**config.mk**
```make
export PLATFORM = sky130hd
export DESIGN_NAME = cdb_arbiter
export DESIGN_NICKNAME = d
export VERILOG_FILES = /design/src/rtl/cdb_arbiter.sv
export SDC_FILE = /design/constraint.sdc
export NUM_CORES = 1
export LEC_CHECK = 0
export BUFFER_PORTS_ARGS = -buffer_cell sky130_fd_sc_hd__buf_2
export CAP_MARGIN = 20
export CORE_MARGIN = 1
export CORE_UTILIZATION = 57
export CTS_BUF_LIST = sky130_fd_sc_hd__clkbuf_16
export DETAILED_ROUTE_END_ITERATION = 6
export PLACE_DENSITY = 0.82
export SLEW_MARGIN = 20
export SYNTH_ARGS = -nofsm -noshare
export SYNTH_HDL_FRONTEND = slang
export SYNTH_SLANG_ARGS = --single-unit
```
**constraint.sdc**
```tcl
create_clock -name clk -period 2.75 [get_ports clk]
set_input_delay 0.1375 -clock clk [delete_from_list [all_inputs] [get_ports clk]]
set_output_delay 0.1375 -clock clk [all_outputs]
set_load 0.01 [all_outputs]
```
**src/rtl/cdb_arbiter.sv**
```systemverilog
// Result-bus arbiter: per-source FIFOs for the ALU and LSB writeback paths, drained
// round-robin onto a registered CDB. A RoB clear flushes everything in flight.
module cdb_arbiter #(
    parameter int ROB_ID_W = 4,
    parameter int DEPTH    = 2
) (
    input  logic                clk,
    input  logic                rst_n,
    input  logic                rdy,
    input  logic                clear,
    input  logic                alu_valid,
    input  logic [ROB_ID_W-1:0] alu_rob_id,
    input  logic [31:0]         alu_value,
    output logic                alu_full,
    input  logic                lsb_valid,
    input  logic [ROB_ID_W-1:0] lsb_rob_id,
    input  logic [31:0]         lsb_value,
    output logic                lsb_full,
    output logic                cdb_valid,
    output logic [ROB_ID_W-1:0] cdb_rob_id,
    output logic [31:0]         cdb_value,
    output logic                cdb_src
);
    localparam int PTR_W = $clog2(DEPTH);
    localparam int CNT_W = PTR_W + 1;
    localparam int ENT_W = ROB_ID_W + 32;

    typedef enum logic {
        SRC_ALU = 1'b0,
        SRC_LSB = 1'b1
    } src_e;

    logic [ENT_W-1:0]    mem_q [2][DEPTH];
    logic [ENT_W-1:0]    mem_d [2][DEPTH];
    logic [PTR_W-1:0]    wptr_q [2];
    logic [PTR_W-1:0]    wptr_d [2];
    logic [PTR_W-1:0]    rptr_q [2];
    logic [PTR_W-1:0]    rptr_d [2];
    logic [CNT_W-1:0]    cnt_q  [2];
    logic [CNT_W-1:0]    cnt_d  [2];
    src_e                last_grant_q, last_grant_d;
    logic                cdb_valid_q, cdb_valid_d;
    logic [ROB_ID_W-1:0] cdb_rob_id_q, cdb_rob_id_d;
    logic [31:0]         cdb_value_q, cdb_value_d;
    src_e                cdb_src_q, cdb_src_d;

    logic [1:0]          in_valid;
    logic [ENT_W-1:0]    in_ent [2];
    logic [1:0]          full;
    logic [1:0]          nonempty;
    logic [1:0]          push;
    logic [1:0]          pop;
    logic                any;
    src_e                grant;
    logic                gidx;

    assign in_valid  = {lsb_valid, alu_valid};
    assign in_ent[0] = {alu_rob_id, alu_value};
    assign in_ent[1] = {lsb_rob_id, lsb_value};

    always_comb begin
        for (int unsigned s = 0; s < 2; s++) begin
            full[s]     = (cnt_q[s] == CNT_W'(DEPTH));
            nonempty[s] = (cnt_q[s] != '0);
        end
    end

    // Arbitration sees only the pre-edge FIFO contents, so same-edge pushes never win.
    always_comb begin
        any   = |nonempty;
        grant = SRC_ALU;
        if (&nonempty) begin
            grant = (last_grant_q == SRC_LSB) ? SRC_ALU : SRC_LSB;
        end else if (nonempty[1]) begin
            grant = SRC_LSB;
        end
        gidx = (grant == SRC_LSB);
    end

    always_comb begin
        mem_d        = mem_q;
        last_grant_d = last_grant_q;
        cdb_valid_d  = cdb_valid_q;
        cdb_rob_id_d = cdb_rob_id_q;
        cdb_value_d  = cdb_value_q;
        cdb_src_d    = cdb_src_q;
        push         = '0;
        pop          = '0;
        for (int unsigned s = 0; s < 2; s++) begin
            wptr_d[s] = wptr_q[s];
            rptr_d[s] = rptr_q[s];
            cnt_d[s]  = cnt_q[s];
        end

        if (rdy) begin
            if (clear) begin
                for (int unsigned s = 0; s < 2; s++) begin
                    wptr_d[s] = '0;
                    rptr_d[s] = '0;
                    cnt_d[s]  = '0;
                end
                cdb_valid_d  = 1'b0;
                last_grant_d = SRC_LSB;
            end else begin
                // Full is judged on the registered count, so a full FIFO refuses a push even while popping.
                push    = in_valid & ~full;
                pop[0]  = any && (grant == SRC_ALU);
                pop[1]  = any && (grant == SRC_LSB);
                for (int unsigned s = 0; s < 2; s++) begin
                    if (push[s]) begin
                        mem_d[s][wptr_q[s]] = in_ent[s];
                        wptr_d[s] = wptr_q[s] + PTR_W'(1);
                    end
                    if (pop[s]) begin
                        rptr_d[s] = rptr_q[s] + PTR_W'(1);
                    end
                    cnt_d[s] = cnt_q[s] + CNT_W'(push[s]) - CNT_W'(pop[s]);
                end
                cdb_valid_d = any;
                if (any) begin
                    {cdb_rob_id_d, cdb_value_d} = mem_q[gidx][rptr_q[gidx]];
                    cdb_src_d    = grant;
                    last_grant_d = grant;
                end
            end
        end
    end

    always_ff @(posedge clk or negedge rst_n) begin
        if (!rst_n) begin
            for (int unsigned s = 0; s < 2; s++) begin
                for (int unsigned i = 0; i < DEPTH; i++) begin
                    mem_q[s][i] <= '0;
                end
                wptr_q[s] <= '0;
                rptr_q[s] <= '0;
                cnt_q[s]  <= '0;
            end
            last_grant_q <= SRC_LSB;
            cdb_valid_q  <= 1'b0;
            cdb_rob_id_q <= '0;
            cdb_value_q  <= '0;
            cdb_src_q    <= SRC_ALU;
        end else begin
            mem_q        <= mem_d;
            wptr_q       <= wptr_d;
            rptr_q       <= rptr_d;
            cnt_q        <= cnt_d;
            last_grant_q <= last_grant_d;
            cdb_valid_q  <= cdb_valid_d;
            cdb_rob_id_q <= cdb_rob_id_d;
            cdb_value_q  <= cdb_value_d;
            cdb_src_q    <= cdb_src_d;
        end
    end

    assign alu_full   = full[0];
    assign lsb_full   = full[1];
    assign cdb_valid  = cdb_valid_q;
    assign cdb_rob_id = cdb_rob_id_q;
    assign cdb_value  = cdb_value_q;
    assign cdb_src    = cdb_src_q;

endmodule

```
==> impl_metrics.csv <==
group,metric,value,unit
route,post_drt_wl_per_cell,19.1,microns
yosys,syn_area,0.00848,sq mm
final_layout,layout_commonest_cell,"dfrtp_1",
final_layout,drive_gt1_frac,0.424,
yosys,yosys_warnings,0,
final_layout,seqCellArea,0.00478,sq mm
timing,setup_viol,0,
final_layout,area_growth,25.0,%
grt,grt_max_degree,84,
placement,place_hpwl,11500,microns
timing,worst_slew_pin_slew,0.696,ns
yosys,synth-edff-count,0,
setup_path,crit_arrival,2.50,ns
placement,port_buffers,117,
setup_path,worstPathRequired,3.05,ns
clock_network,clkTransAtPathRegs,0.06,ns
route,vias_per_cell,5.59,
grt,antenna_found_initial,0,
route,antenna_left,0,
power,leakagePower,4.81,nW
setup_path,worstSetupStartpointType,"register",
clock_network,clk_latency,0.43,ns
clock_network,cts_root_buffer,"clkbuf_16",
floorplan,die_w,124,microns
timing,period_share,0.797,
clock_network,cts_made_buffers,17,
route,drt_iter0_drc,276,
grt,grt_use_total,0.262,
placement,place_ws,0.583,ns
grt,grt_pass1_wl,30000,microns
clock_network,cts_tree,"done",
clock_network,cts.sinks,191,
timing,max-slew-margin-rel,0.536,
yosys,yosysTopAreaCell,"dfrtp_1",
yosys,synthTopCellsByArea,"dfrtp_1 (56%), mux2_2 (23%), mux2i_1 (8.7%)",
yosys,synth-main-ff-cell,"dfrtp_1",
floorplan,die_h,124,microns
final_layout,fin_cells,993,
clock_network,postCtsSetupBuffers,0,
final_layout,n_antenna_cell,0,
timing,setup_ws,0.559,ns
grt,first_global_vias,5983,
final_layout,final_cell_mix,"dfrtp_1 (188), mux2_2 (172), buf_2 (116)",
route,drt-total-wl,19000,microns
route,first_pass_iters,4,
timing,finalSetupTns,0,ns
final_layout,fillerInstances,926,
timing,finClkSkew,0.00632,ns
floorplan,rows,44,
yosys,ys_types,34,
timing,whs,0.0267,ns
setup_path,path_max_fanout,17,
hold_path,hold_path_class,"input port to register",
placement,gp_congestion,0.753,
run_status,status,"completed",
clock_network,cts_buffer_depth,2,
yosys,syn_nets,692,
timing,fmax,457,MHz
final_layout,final_nets,881,
route,vias,5552,
yosys,ys_async_sr_fraction,1.00,
placement,placed_cells,891,
route,route.detailed.drc,0,
yosys,synth_top_area_share,0.561,
timing,maxSlewViolCount,0,
run,drv_cap,0,
floorplan,dieArea,0.0154,sq mm
floorplan,core-area,0.0145,sq mm
power,powerDensity,1090,mW/mm^2
setup_path,path_class,"register to register",
setup_path,cp-end-kind,"register",
timing,rsz0062_at_grt,"false",
yosys,syn_inst,610,
timing,fin_crit,2.19,ns
timing,hold_violations,0,
final_layout,multi_input_area,0.00344,sq mm
clock_network,cts_max_level,4,
grt,overflow,0,
power,ir_drop,740,uV
yosys,synth-seq-cells,191,
yosys,ys_seq_area_frac,0.564,
floorplan,initial_core_util,0.583,
floorplan,ios,118,
yosys,avgSynthCellArea,13.9,sq um
state kept, by name (all words and copies together), names as in the netlist:
register	flops
cdb_valid	1
mem_q	144
cdb_rob_id	4
cdb_value	32
last_grant_q	1
rptr_q	2
wptr_q	2
cnt_q	4
cdb_src	1
cell families after synthesis:
kind of cell | share of synthesized area
adder cells (fa/ha/maj) | 0.00590
flip-flops | 0.564
AND/OR/NAND/NOR | 0.0344
multiplexers | 0.326
buffers and inverters | 0.0311
AO/OA/AOI/OAI | 0.0360
XOR/XNOR | 0.00207
cell type report:
cell class                      count  share of cell area
Sequential cell                   191               0.452
Timing Repair Buffer              205               0.142
Inverter                           11             0.00390
Clock buffer                       17              0.0402
Multi-Input combinational cell    373               0.325
Clock inverter                     12              0.0161
Tap cell                          184              0.0217
cell usage after synthesis (2+ instances only):
library cell and number:
buf_2 16, clkbuf_1 5, dfrtp_1 190, mux2_1 8, buf_4 5, nor2_1 2, mux2i_1 74, nor2b_1 2
o21ai_1 2, nand2b_1 2, o22ai_1 3, ha_1 4, o22a_1 2, mux2_2 172, buf_6 7, nand4_2 2
o21ai_0 44, inv_1 11, nand2_2 2, nor3_4 2, nand2_1 41, buf_1 2
what timing repair did:
item / CTS / global route
gates resized for setup: 0 / 0
hold buffers: 73 / 0
endpoints found under the hold margin: 223 / 0
power by group:
group,internal [mW],total (mW),switching [mW]
clock,1.50,2.53,1.03
sequential,4.18,5.06,0.885
combinational,2.27,3.98,1.71
total,7.95,11.6,3.63
through the flow:
step	utilization	power (mW)	area, sq um
final	0.729	11.6	10600
after global routing	0.729	12.3	10600
after CTS	0.729	11.6	10600
after detailed placement	0.638	8.93	9270
after global placement	0.638	8.63	9270
after floorplan	-	7.75	8480
worst max-delay path, cell delays in order (launching register included):
cell	delay, ns
dfrtp_1	0.47
o21ai_4	0.54
inv_1	0.12
ha_1	0.29
inv_1	0.06
ha_1	0.15
xor2_1	0.17
o21ai_0	0.10
nand2_1	0.08
o21ai_0	0.07
per-layer routing:
metal	vias to the layer above	GRT usage	routed length (microns)	part of all wire
met5	-	0	0	0
met3	25	0.0467	602	0.032
li1	2534	-	-	-
met4	0	0.101	323	0.017
met2	115	0.458	9820	0.52
met1	2878	0.324	8240	0.43
final timing paths:
kind	start	endpoint	slack, ns	depth (start not counted)
max reg2reg	cnt_q[1]	cnt_q[1]	0.56	9
min	clear	wptr_q[1]	0.03	2
min reg2reg	cdb_rob_id[1]	cdb_rob_id[1]	0.48	2
min in group asynchronous	rst_n	cdb_value[3]	0.31	2
max	cnt_q[1]	cnt_q[1]	0.56	9
max in group asynchronous	rst_n	mem_q[13]	1.60	3
Note: power is estimated with default switching activity, not from simulation.
